`config.mk`:
```
export PLATFORM = sky130hd
export DESIGN_NAME = exu_load
export DESIGN_NICKNAME = d
export VERILOG_FILES = /design/src/rtl/exu_load_pkg.sv /design/src/rtl/exu_load_align.sv /design/src/rtl/exu_load.sv
export SDC_FILE = /design/constraint.sdc
export NUM_CORES = 1
export LEC_CHECK = 0
export CAP_MARGIN = 20
export CORE_MARGIN = 10
export CORE_UTILIZATION = 34
export DETAILED_ROUTE_END_ITERATION = 8
export GPL_TIMING_DRIVEN = 0
export PLACE_DENSITY_LB_ADDON = 0.08
export SETUP_SLACK_MARGIN = 0.2
export SLEW_MARGIN = 5
export SYNTH_ARGS = -nofsm -noshare
export SYNTH_HDL_FRONTEND = slang
export SYNTH_SLANG_ARGS = --single-unit
```
`constraint.sdc`:
```
create_clock -name clk -period 2.3 [get_ports clk]
set_input_delay 0.46 -clock clk [delete_from_list [all_inputs] [get_ports clk]]
set_output_delay 0.46 -clock clk [all_outputs]
set_load 0.005 [all_outputs]
```
`src/rtl/exu_load_pkg.sv`:
```
// Shared types and constants for the RV32I load execution unit.
// Holds the load FSM state encoding, the LOAD funct3 codes, the ALU
// opcode used for address generation, and small decode helpers.
package exu_load_pkg;

    localparam int ALU_OPC_SIZE = 4;
    localparam logic [ALU_OPC_SIZE-1:0] ALU_ADD = 4'd0;

    typedef enum logic [1:0] {
        LD_IDLE = 2'd0,
        LD_REQ  = 2'd1,
        LD_RSP  = 2'd2
    } load_state_e;

    localparam logic [2:0] F3_LB  = 3'b000;
    localparam logic [2:0] F3_LH  = 3'b001;
    localparam logic [2:0] F3_LW  = 3'b010;
    localparam logic [2:0] F3_LBU = 3'b100;
    localparam logic [2:0] F3_LHU = 3'b101;

    // True for the five funct3 codes that encode a real RV32I load.
    function automatic logic f3_valid(input logic [2:0] f3);
        logic ok;
        case (f3)
            F3_LB, F3_LH, F3_LW, F3_LBU, F3_LHU: ok = 1'b1;
            default:                            ok = 1'b0;
        endcase
        return ok;
    endfunction

    // True when the access is not naturally aligned for its size.
    function automatic logic is_misaligned(input logic [2:0] f3, input logic [1:0] a);
        logic mis;
        case (f3)
            F3_LH, F3_LHU: mis = a[0];
            F3_LW:         mis = (a != 2'b00);
            default:       mis = 1'b0;
        endcase
        return mis;
    endfunction

endpackage

```
`src/rtl/exu_load_align.sv`:
```
// Load result extraction: selects the byte/half lane from the returned
// aligned word and sign- or zero-extends it according to funct3.
// Misaligned halves/words fall onto the naturally aligned lane.
module exu_load_align
    import exu_load_pkg::*;
#(
    parameter int XLEN = 32
) (
    input  logic [XLEN-1:0] rdata,
    input  logic [1:0]      addr_lo,
    input  logic [2:0]      funct3,
    output logic [XLEN-1:0] wdata
);

    logic [7:0]  byte_s;
    logic [15:0] half_s;

    // Pick the byte and halfword lanes addressed by the low address bits.
    always_comb begin
        byte_s = 8'h00;
        case (addr_lo)
            2'b00:   byte_s = rdata[7:0];
            2'b01:   byte_s = rdata[15:8];
            2'b10:   byte_s = rdata[23:16];
            2'b11:   byte_s = rdata[31:24];
            default: byte_s = 8'h00;
        endcase
        if (addr_lo[1]) begin
            half_s = rdata[31:16];
        end else begin
            half_s = rdata[15:0];
        end
    end

    // Extend the selected lane to XLEN as the load type demands.
    always_comb begin
        wdata = {XLEN{1'b0}};
        case (funct3)
            F3_LB:   wdata = {{(XLEN-8){byte_s[7]}}, byte_s};
            F3_LBU:  wdata = {{(XLEN-8){1'b0}}, byte_s};
            F3_LH:   wdata = {{(XLEN-16){half_s[15]}}, half_s};
            F3_LHU:  wdata = {{(XLEN-16){1'b0}}, half_s};
            F3_LW:   wdata = rdata;
            default: wdata = {XLEN{1'b0}};
        endcase
    end

endmodule

```
`src/rtl/exu_load.sv`:
```
// RV32I LOAD execution unit (LB/LH/LW/LBU/LHU).
// Drives address-generation controls to the shared ALU, issues one
// load at a time on the load/store bus and writes the extended result
// to rd. Optional macro EXU_LOAD_MISALIGN_CHK_EN adds a load_misalign
// output and completes misaligned loads without a bus access.
module exu_load
    import exu_load_pkg::*;
#(
    parameter int XLEN   = 32,
    parameter int GPR_AW = 5
) (
    input  logic                    clk,
    input  logic                    rst_n,
    input  logic                    load_sel,
    input  logic                    iexec_req_vld,
    input  logic [31:0]             iexec_instr,
    output logic                    iexec_req_rdy,
`ifdef EXU_LOAD_MISALIGN_CHK_EN
    output logic                    load_misalign,
`endif
    output logic [GPR_AW-1:0]       gpr_raddr1,
    input  logic [XLEN-1:0]         gpr_rdata1,
    output logic [GPR_AW-1:0]       gpr_waddr,
    output logic [XLEN-1:0]         gpr_wdata,
    output logic                    gpr_wen,
    output logic [ALU_OPC_SIZE-1:0] alu_opcode,
    output logic [XLEN-1:0]         alu_src1,
    output logic [XLEN-1:0]         alu_src2,
    input  logic [XLEN-1:0]         alu_dst,
    output logic                    ldst_req_vld,
    input  logic                    ldst_req_rdy,
    output logic [XLEN-1:0]         ldst_req_addr,
    output logic                    ldst_req_wen,
    output logic [XLEN-1:0]         ldst_req_wdata,
    input  logic                    ldst_rsp_vld,
    input  logic [XLEN-1:0]         ldst_rsp_rdata
);

    load_state_e       state_r;
    logic [XLEN-1:0]   addr_r;
    logic [GPR_AW-1:0] rd_r;
    logic [2:0]        f3_r;
    logic              req_vld_r;

    logic [2:0]        f3_s;
    logic              accept_s;
    logic              f3_ok_s;
    logic              misalign_s;
    logic              start_s;
    logic              trap_s;
    logic              done_s;
    logic [XLEN-1:0]   ext_data_s;
    logic              unused_opcode_s;

    // Opcode bits are already decoded upstream into load_sel.
    assign unused_opcode_s = ^iexec_instr[6:0];

    assign f3_s     = iexec_instr[14:12];
    assign accept_s = (state_r == LD_IDLE) & iexec_req_vld & load_sel;
    assign f3_ok_s  = f3_valid(f3_s);
`ifdef EXU_LOAD_MISALIGN_CHK_EN
    assign misalign_s    = accept_s & f3_ok_s & is_misaligned(f3_s, alu_dst[1:0]);
    assign load_misalign = misalign_s;
`else
    assign misalign_s    = 1'b0;
`endif
    assign start_s  = accept_s & f3_ok_s & ~misalign_s;
    assign trap_s   = accept_s & (~f3_ok_s | misalign_s);
    assign done_s   = (state_r == LD_RSP) & ldst_rsp_vld;

    // Address generation is always rs1 + sext(imm12) through the ALU.
    assign gpr_raddr1 = iexec_instr[19:15];
    assign alu_opcode = ALU_ADD;
    assign alu_src1   = gpr_rdata1;
    assign alu_src2   = {{(XLEN-12){iexec_instr[31]}}, iexec_instr[31:20]};

    // Completion outputs are only non-zero in the single finishing cycle.
    assign iexec_req_rdy = trap_s | done_s;
    assign gpr_wen       = done_s & (rd_r != {GPR_AW{1'b0}});
    assign gpr_waddr     = done_s ? rd_r : {GPR_AW{1'b0}};
    assign gpr_wdata     = done_s ? ext_data_s : {XLEN{1'b0}};

    assign ldst_req_vld   = req_vld_r;
    assign ldst_req_addr  = req_vld_r ? addr_r : {XLEN{1'b0}};
    assign ldst_req_wen   = 1'b0;
    assign ldst_req_wdata = {XLEN{1'b0}};

    exu_load_align #(
        .XLEN (XLEN)
    ) u_align (
        .rdata   (ldst_rsp_rdata),
        .addr_lo (addr_r[1:0]),
        .funct3  (f3_r),
        .wdata   (ext_data_s)
    );

    // Load FSM: latch the access, hold the request until accepted, await the response.
    always_ff @(posedge clk or negedge rst_n) begin
        if (!rst_n) begin
            state_r   <= LD_IDLE;
            addr_r    <= {XLEN{1'b0}};
            rd_r      <= {GPR_AW{1'b0}};
            f3_r      <= 3'b000;
            req_vld_r <= 1'b0;
        end else begin
            case (state_r)
                LD_IDLE: begin
                    if (start_s) begin
                        addr_r    <= alu_dst;
                        rd_r      <= iexec_instr[11:7];
                        f3_r      <= f3_s;
                        req_vld_r <= 1'b1;
                        state_r   <= LD_REQ;
                    end else begin
                        state_r   <= LD_IDLE;
                    end
                end
                LD_REQ: begin
                    if (ldst_req_rdy) begin
                        req_vld_r <= 1'b0;
                        state_r   <= LD_RSP;
                    end else begin
                        state_r   <= LD_REQ;
                    end
                end
                LD_RSP: begin
                    if (ldst_rsp_vld) begin
                        state_r <= LD_IDLE;
                    end else begin
                        state_r <= LD_RSP;
                    end
                end
                default: begin
                    req_vld_r <= 1'b0;
                    state_r   <= LD_IDLE;
                end
            endcase
        end
    end

endmodule

```
After elaboration in Yosys (flattened, before gate mapping). Cells that the tools add are included.

Input port bits: 134. Output and inout bits: 178. Logic and storage cells: 51. Register bits: 43.

Eq/ne operators: 15. Bitwise logic cells: 9. Muxes and demuxes: 14. Reductions and logical operators: 8.

Operators by type and width (count): $pmux 32 s5 (1); $mux 32 (2); $pmux 8 s4 (1); $mux 16 (1); $eq 3x3->1 const B (4); $and 1x1->1 (6); $eq 2x2->1 const B (3); $eq 3x1->1 const B (2); $eq 3x2->1 const B (2); $logic_not 3->1 (2); $pmux 2 s3 (1); $mux 5 (1); $reduce_bool 5->1 (1); $reduce_or 5->1 (1); $eq 2x1->1 const B (2); $logic_not 2->1 (2); $mux 1 (4); $mux 2 (2); $ne 2x2->1 const B (2); $pmux 1 s3 (1); $reduce_and 3->1 (1); $not 1->1 (2); $reduce_and 2->1 (1); $or 1x1->1 (1).

Logic depth before layout (Yosys ltp). Gate-level depths: netlist (run 1).

Word-level depth: 6. Mapped depth: 6. Depth with buffers taken out: 3.

Hierarchy. From an unflattened synthesis (run 1), not the netlist that was laid out.

Cell total of the unflattened synthesis: 418. Area, all modules: 4165.2 um2.

By module, submodules not included: exu_load (cells an instance 290, instances 1, sequential area each 1076.0 um2, area each 3099.2 um2); exu_load_align (cells an instance 128, instances 1, sequential area each 0.0 um2, area each 1066.0 um2).

Worst setup path after synthesis (run 1). OpenSTA, ideal clock, no wires.

Kind: register to output. Start: register f3_r[0]. End: output gpr_wdata[21]. Buffers on the path: 2. Setup slack: 0.500 ns. Required time: 1.840 ns. Arrival time: 1.340 ns. Stages on the path, launching flop included: 6. Cells stage by stage: dfrtp_1 > buf_2 > o21ai_2 > o311ai_4 > buf_6 > o32ai_1.

Word-level cells in the longest chain between the ends: 3. Elaborated cells between the ends (all ways): 7. Those cells by class: eq/ne: 4; mux: 2; reduce/logical: 1.

RTL lines: start, declared (RTL line exu_load.sv:42) `logic [2:0] f3_r;`; start signal, assigned (RTL line exu_load.sv:111) `f3_r <= f3_s;`; $eq 3x2->1, or another cell as far along (RTL line exu_load_align.sv:38) `case (funct3)`; $pmux 32 s5 * (RTL line exu_load_align.sv:38); $mux 32 * (RTL line exu_load.sv:81) `assign gpr_wdata = done_s ? ext_data_s : {XLEN{1'b0}};`; end, declared (RTL line exu_load.sv:24) `output logic [XLEN-1:0] gpr_wdata,`.

Mark *: on every way between the ends. The rest lies on a longest branch, timed or not.

Worst setup path in the final report (run 1).
Start: register addr_r[0]. End: output gpr_wdata[26].

Word-level cells in the longest chain between the ends: 4. Elaborated cells between the ends (all ways): 7. Those cells by class: eq/ne: 3; mux: 3; reduce/logical: 1.

RTL lines: start, declared (RTL line exu_load.sv:40) `logic [XLEN-1:0] addr_r;`; start signal, assigned (RTL line exu_load.sv:101) `addr_r <= {XLEN{1'b0}};`; start signal, assigned (RTL line exu_load.sv:109) `addr_r <= alu_dst;`; $eq 2x2->1, or another cell as far along (RTL line exu_load_align.sv:21) `case (addr_lo)`; $pmux 8 s4 * (RTL line exu_load_align.sv:21); $pmux 32 s5 * (RTL line exu_load_align.sv:38); $mux 32 * (RTL line exu_load.sv:81).

Marked as above.

==> run summary, run 1 <==
## STA
* post-layout worst setup margin: -0.0330 ns
* FMAX: 429 MHz
* Final period util: 101%
* Setup Skew: 0.00868 ns
* Max Slew Vio Count: 0
* setup TNS: -0.409 ns
* Worst Hold Slack: 0.0656 ns
* unrepaired setup endpoints after global routing: yes
* final number of hold-violating endpoints: 0
* total of endpoints with negative setup slack in the final report: 16
* final period demand of the worst path: 2.33 ns

## Clock tree
* number of buffers inserted by hold repair at cts: 0
* CTS Buf Count: 5
* clock-pin slew on the worst setup and hold paths: 0.07 ns
* CTS root buffer: sky130_fd_sc_hd__clkbuf_16
* TritonCTS clock tree: yes
* TritonCTS Sinks: 43
* number of buffers on the longest clock path: 2
* clock latency reported for the late side of the worst-skew pair: 0.28 ns
* H-Tree Level Count: 2

## Synth
* cell taking the most area after synthesis: sky130_fd_sc_hd__dfrtp_1
* number of synthesized flops with an enable pin: 0
* fraction of registers with async set or reset after synthesis: 100%
* cells after synthesis: 393
* ranking of synthesized cells by instance count: sky130_fd_sc_hd__buf_4, sky130_fd_sc_hd__dfrtp_1, sky130_fd_sc_hd__mux2_4, sky130_fd_sc_hd__and2_1
* fraction of post-synthesis cell area in the top cell type by area: 27.5%
* synth top area cells: sky130_fd_sc_hd__dfrtp_1, sky130_fd_sc_hd__buf_4, sky130_fd_sc_hd__mux2_4, sky130_fd_sc_hd__and2_1, sky130_fd_sc_hd__o32ai_1
* Most used DFF post-synth: sky130_fd_sc_hd__dfrtp_1
* post-synthesis register bit count: 43
* combined area of all synthesized cells: 3910 um^2
* cell with the most instances after synthesis: sky130_fd_sc_hd__buf_4
* Post-Synthesis Mean Instance Area: 9.96 um^2
* Distinct cells, synth: 44
* fraction of the yosys area taken by sequential cells: 27.5%
* Warnings, synthesis: 0

## Placement
* Setup Slack @ Placement: -0.736 ns
* number of input and output port buffers inserted: 218
* final RePlAce weighted congestion: 0.827
* HPWL Detailed: 12700 um

## Worst setup path
* Critical-path top delay cell: sky130_fd_sc_hd__o311ai_4
* required time at the worst-slack endpoint: 1.84 ns
* worst stage delay on the critical path: 0.42 ns
* top fanout value on the critical path: 5
* type of element launching the critical path: flop
* WP data arrival: 1.87 ns
* Setup CP Type: reg -> out
* sequence of cells on the critical path: mux2_4 -> o311ai_4 -> buf_6 -> o32ai_2 -> buf_2
* sort of element at the end of the critical path: output port

## Detailed routing
* number of detailed-routing iterations run before antenna repair: 4
* DR WL/cell: 19.5 um
* number of remaining DRC errors: 0
* DR iter-0 viols: 215
* number of nets with antenna violations after routing: 0
* detailed-route vias per instance: 4.62
* total vias in the final route: 3882
* sum of routed wire length over all layers: 16400 um

## Global routing
* number of antenna violations at the first check in global routing: 0
* number of global-route vias before repair: 3983
* overall track demand over capacity in global routing: 18.1%
* pin count of the biggest net entering global routing: 33
* wire length of the first global-routing pass: 24100 um
* grt ovf: 0

## Power
* Peak supply drop: 0.000430 V
* clock power share: 16.6%
* post-route total power: 5.15 mW
* part of the total power dissipated in sequential elements: 22.9%
* total power density per cell area: 700 nW/um^2
* Sw Pwr: 1.73 mW
* internal portion of total power: 3.42 mW
* Logic pwr share: 60.5%
* switching share of total power: 33.6%
* leakage: 3.38 nW

## Floorplanning
* total I/O pin count: 312
* die area: 16200 um^2
* die span in x: 127 um
* die height: 127 um
* Starting Density: 34.6%
* area inside the core boundary: 11300 um^2
* number of standard-cell rows in the floorplan: 39

## Job
* number of maximum-capacitance violations: 0

## Cells and area
* area overhead of the layout relative to synthesis: 87.9%
* Net count, final: 831
* Filler cells: 920
* number of antenna cells inserted: 0
* fraction of final layout cells sized beyond drive strength 1: 48.3%

## Min path
* worst hold-check path type: in -> async

## Outcome
* failing checks: negative setup slack
* outcome: finished, violations left

==> registers in the layout (all words and copies together), names as in the netlist <==
register      count
addr_r           32
rd_r              5
f3_r              3
state_r           2
ldst_req_vld      1
==> worst max-delay path: cells and delay by family, from the launching register on <==
family	cells	cell delay (ns)
compound gates	2	0.51
flops	1	0.40
mux	1	0.35
buf+inv	2	0.34
==> per-layer routing <==
layer  wire, um  track usage, %
met5          0               0
met2       8320            31.4
met3       1580            6.74
met1       6380            21.3
met4        108            2.08
==> final cells by class <==
class	instances	area (um^2)	area share, %
Timing Repair Buffer	261	2410	32.8
Multi-Input combinational cell	245	2380	32.4
Buffer	132	1090	14.8
Sequential cell	43	1080	14.7
Tap cell	143	179	2.43
Clock buffer	6	139	1.89
Clock inverter	2	38.8	0.528
Inverter	9	33.8	0.459
==> cell usage in the layout (no fill, tap or decap), types with 3 or more instances in the layout <==
cell                              Yosys  routed
sky130_fd_sc_hd__mux2_4              39      39
sky130_fd_sc_hd__o21a_1               6       6
sky130_fd_sc_hd__buf_12               0       6
sky130_fd_sc_hd__a2111oi_4            0       3
sky130_fd_sc_hd__nor3b_1              5       5
sky130_fd_sc_hd__nor2_1               8       8
sky130_fd_sc_hd__o21ai_0             17      17
sky130_fd_sc_hd__clkbuf_16            0       6
sky130_fd_sc_hd__o32ai_2              0      15
sky130_fd_sc_hd__nand2_1              6       5
sky130_fd_sc_hd__dlygate4sd2_1        0       7
sky130_fd_sc_hd__clkdlybuf4s50_1      0     169
sky130_fd_sc_hd__a22oi_1             10       4
sky130_fd_sc_hd__buf_4              112     136
sky130_fd_sc_hd__buf_6                8      25
sky130_fd_sc_hd__mux2_2              11      11
sky130_fd_sc_hd__conb_1               1      37
sky130_fd_sc_hd__buf_2                5      34
sky130_fd_sc_hd__dfrtp_1             43      40
sky130_fd_sc_hd__buf_8                0       3
sky130_fd_sc_hd__clkbuf_2             0       8
sky130_fd_sc_hd__inv_1                9       8
sky130_fd_sc_hd__and2_1              37      37
sky130_fd_sc_hd__a21oi_2              0       7
sky130_fd_sc_hd__o22ai_2              0       3
sky130_fd_sc_hd__dfrtp_2              0       3
sky130_fd_sc_hd__a22oi_2              0       6
==> per-stage QoR <==
stage | cell area [um^2] | instances | utilization, %
floorplan | 4050 | 429 | -
global placement | 6410 | 790 | 56.6
detailed placement | 6420 | 791 | 56.8
CTS | 7020 | 818 | 62.0
global route | 7350 | 841 | 64.9
finish | 7350 | 841 | 64.9
==> power by group through the flow <==
stage / combinational, mW / sequential, mW / clock [mW]
floorplan: 1.36 / 1.12 / 0
global placement: 2.35 / 1.17 / 0
detailed placement: 2.39 / 1.17 / 0
CTS: 2.78 / 1.18 / 0.873
global route: 3.32 / 1.22 / 0.895
finish: 3.11 / 1.18 / 0.852
==> cell families (layout without fill, tap and decap cells) <==
group / after synthesis / count (layout) / synth area share, %
buf+inv: 141 / 410 / 26.0
compound gates: 83 / 83 / 15.7
simple gates: 75 / 75 / 12.6
mux: 50 / 50 / 18.1
flops: 43 / 43 / 27.5
other cells: 1 / 37 / 0.0958
==> what timing repair did <==
item / CTS / global route
gates resized for setup: 228 / 60
endpoints found under the setup margin: 70 / 63
pin swaps: 23 / 24
gates cloned: 2 / 1
buffers inserted: 17 / 22
==> path summary, 6_finish.rpt <==
check	start	end	slack, ns	cells after the start
hold reg to reg	addr_r[26]	addr_r[26]	0.50	1
hold / removal	rst_n	addr_r[16]	0.07	1
min in group clk	ldst_rsp_vld	state_r[1]	0.50	2
max in group asynchronous	rst_n	f3_r[2]	1.73	2
setup reg to reg	state_r[0]	f3_r[0]	0.57	6
setup / recovery	addr_r[0]	gpr_wdata[26]	-0.03	5
Note: power is estimated with default switching activity, not from simulation.
==> inputs of run 2 (changes only) <==
--- a/config.mk
+++ b/config.mk
@@ -6,9 +6,10 @@
 export NUM_CORES = 1
 export LEC_CHECK = 0
 export CAP_MARGIN = 20
-export CORE_MARGIN = 10
-export CORE_UTILIZATION = 34
+export CORE_AREA = 5 5 117 119
+export CTS_CLUSTER_SIZE = 10
 export DETAILED_ROUTE_END_ITERATION = 8
+export DIE_AREA = 0 0 122 124
 export GPL_TIMING_DRIVEN = 0
 export PLACE_DENSITY_LB_ADDON = 0.08
 export SETUP_SLACK_MARGIN = 0.2
==> run summary, run 2 (synthesis results as in run 1) <==
## STA
* FMAX: 425 MHz, was 429 MHz
* final number of hold-violating endpoints: 0, unchanged
* unrepaired setup endpoints after global routing: yes, unchanged
* Max Slew Vio Count: 0, unchanged
* Setup Skew: 0.00253 ns, was 0.00868 ns
* final period demand of the worst path: 2.35 ns, was 2.33 ns
* total of endpoints with negative setup slack in the final report: 17, was 16
* post-layout worst setup margin: -0.0542 ns, was -0.0330 ns
* Final period util: 102%, was 101%
* Worst Hold Slack: 0.0738 ns, was 0.0656 ns

## Worst setup path
* Reg-to-Reg Start: state_r[0], unchanged
* Critical-path top delay cell: sky130_fd_sc_hd__o311ai_4, unchanged
* count of buffering cells on the critical path with inverters included: 4, was 2
* r2r setup slk: 0.61 ns, was 0.57 ns
* endpoint of the most critical register-to-register path: f3_r[0], unchanged
* type of element launching the critical path: input port, was flop
* cells on worst reg2reg path: 6, unchanged
* sort of element at the end of the critical path: output port, unchanged
* WP data arrival: 1.89 ns, was 1.87 ns
* Setup CP Type: in -> out, was reg -> out
* worst stage delay on the critical path: 0.31 ns, was 0.42 ns
* top fanout value on the critical path: 6, was 5
* sequence of cells on the critical path: dlygate4sd2_1 -> mux2_4 -> o311ai_4 -> buf_12 -> buf_8 -> o32ai_2 -> buf_2, was mux2_4 -> o311ai_4 -> buf_6 -> o32ai_2 -> buf_2
* required time at the worst-slack endpoint: 1.84 ns, about the same
* kind of cell adding the most delay to the critical path: buffers and inverters, was compound AO/OA/AOI/OAI gates

## Detailed routing
* sum of routed wire length over all layers: 15400 um, was 16400 um
* DR WL/cell: 17.6 um, was 19.5 um
* total vias in the final route: 3874, was 3882
* number of nets with antenna violations after routing: 0, unchanged
* number of detailed-routing iterations run before antenna repair: 4, unchanged
* DR iter-0 viols: 120, was 215
* number of remaining DRC errors: 0, unchanged
* detailed-route vias per instance: 4.43, was 4.62

## Cells and area
* fraction of final layout cells sized beyond drive strength 1: 47.9%, was 48.3%
* Final Instance Count excl. Fillers: 875, was 841
* Most flops, register: addr_r, unchanged
* highest-count cells in the layout ignoring fill and taps: sky130_fd_sc_hd__clkdlybuf4s50_1, sky130_fd_sc_hd__buf_4, sky130_fd_sc_hd__dfrtp_1, unchanged
* area overhead of the layout relative to synthesis: 89.0%, was 87.9%
* Largest regs: addr_r x32, rd_r x5, f3_r x3, unchanged
* most common cell after layout, fill and taps aside: sky130_fd_sc_hd__clkdlybuf4s50_1, unchanged
* Net count, final: 836, was 831
* Post-Route Utilization: 59.3%, was 64.9%
* max reg flops: 32, unchanged
* design area: 7400 um^2, was 7350 um^2

## Power
* Peak supply drop: 0.000379 V, was 0.000430 V
* part of the total power dissipated in sequential elements: 22.8%, was 22.9%
* leakage: 3.40 nW, was 3.38 nW
* internal portion of total power: 3.41 mW, was 3.42 mW
* total power density per cell area: 688 nW/um^2, was 700 nW/um^2
* Sw Pwr: 1.68 mW, was 1.73 mW
* clock power share: 15.2%, was 16.6%
* Logic pwr share: 62.0%, was 60.5%
* switching share of total power: 33.0%, was 33.6%

## Clock tree
* clock latency reported for the late side of the worst-skew pair: 0.28 ns, about the same
* TritonCTS Sinks: 43, unchanged
* number of buffers inserted by hold repair at cts: 0, unchanged
* clock-pin slew on the worst setup and hold paths: 0.06 ns, was 0.07 ns
* TritonCTS clock tree: yes, unchanged
* H-Tree Level Count: 2, unchanged
* CTS Buf Count: 5, unchanged
* CTS root buffer: sky130_fd_sc_hd__clkbuf_16, unchanged
* number of buffers on the longest clock path: 2, unchanged

## Outcome
* outcome: finished, violations left, unchanged
* failing checks: negative setup slack, unchanged

## Job
* number of maximum-capacitance violations: 0, unchanged

## Placement
* number of input and output port buffers inserted: 218, unchanged
* Setup Slack @ Placement: -0.696 ns, was -0.736 ns
* final RePlAce weighted congestion: 0.852, was 0.827
* Placed Instances: 820, was 791
* area after detailed placement: 6460 um^2, was 6420 um^2
* HPWL Detailed: 11800 um, was 12700 um

## Global routing
* overall track demand over capacity in global routing: 18.9%, was 18.1%
* number of antenna violations at the first check in global routing: 1, was 0
* wire length of the first global-routing pass: 22500 um, was 24100 um
* grt ovf: 0, unchanged
* pin count of the biggest net entering global routing: 32, was 33
* number of global-route vias before repair: 4102, was 3983

## Min path
* worst hold-check path type: in -> async, unchanged

## Floorplanning
* Starting Density: 31.4%, was 34.6%
* die height: 124 um, was 127 um
* die span in x: 122 um, was 127 um
* number of standard-cell rows in the floorplan: 41, was 39
* die area: 15100 um^2, was 16200 um^2
* area inside the core boundary: 12500 um^2, was 11300 um^2
* total I/O pin count: 312, unchanged

[run 2: layout make-up]
class	count	area (um^2)
sequential	43	1080
inverter	9	36.3
clock inverter	1	30.0
clock buffer	6	129
antenna	1	2.50
buffer	132	1080
timing repair buffer	266	2470
tap	172	215
multi-input combinational	245	2360
fill	1116	5070
[run 2: layer usage]
layer  track usage, %  wire length, um
met5                0                0
met4             4.83              199
met3             4.86             1390
met2             34.0             7860
met1             22.4             5940
[run 2: how the worst max path moves through the flow]
stage                            start             to  slack [ns]  cells past startpoint
global placement          ldst_rsp_vld  gpr_wdata[25]       -0.66                      7
finish              ldst_rsp_rdata[31]  gpr_wdata[25]       -0.05                      7
floorplan           ldst_rsp_rdata[23]  gpr_wdata[21]        0.50                      4
detailed placement  ldst_rsp_rdata[23]  gpr_wdata[25]       -0.70                      6
CTS                          addr_r[0]  gpr_wdata[25]       -0.03                      6
global route                 addr_r[0]  gpr_wdata[25]       -0.09                      6
[run 2: what timing repair did]
action	in CTS	in global routing
gates cloned	2	0
setup buffers	35	10
pin swaps	22	9
resized for setup	256	27
endpoints found under the setup margin	70	49
[run 2: worst reg2reg max path, cell delays in order, from the launching register on]
cell and delay [ns]:
sky130_fd_sc_hd__dfrtp_1 0.37, sky130_fd_sc_hd__buf_4 0.14, sky130_fd_sc_hd__nand4bb_1 0.24, sky130_fd_sc_hd__nand2b_1 0.20
sky130_fd_sc_hd__buf_6 0.14, sky130_fd_sc_hd__buf_6 0.16, sky130_fd_sc_hd__mux2_4 0.31
[run 2: power groups by stage]
stage | Clock [mW] | Combinational [mW] | Sequential (mW)
CTS | 0.799 | 2.99 | 1.17
global route | 0.831 | 3.37 | 1.19
floorplan | 0 | 1.36 | 1.12
global placement | 0 | 2.34 | 1.17
detailed placement | 0 | 2.37 | 1.17
finish | 0.774 | 3.15 | 1.16
[run 2: metrics by stage]
step	TNS (ns)	power, mW
4_1_cts	-0.153	4.95
6_report	-0.452	5.09
3_3_place_gp	-36.44	3.51
2_1_floorplan	0	2.48
5_1_grt	-1.40	5.39
3_5_place_dp	-19.86	3.54
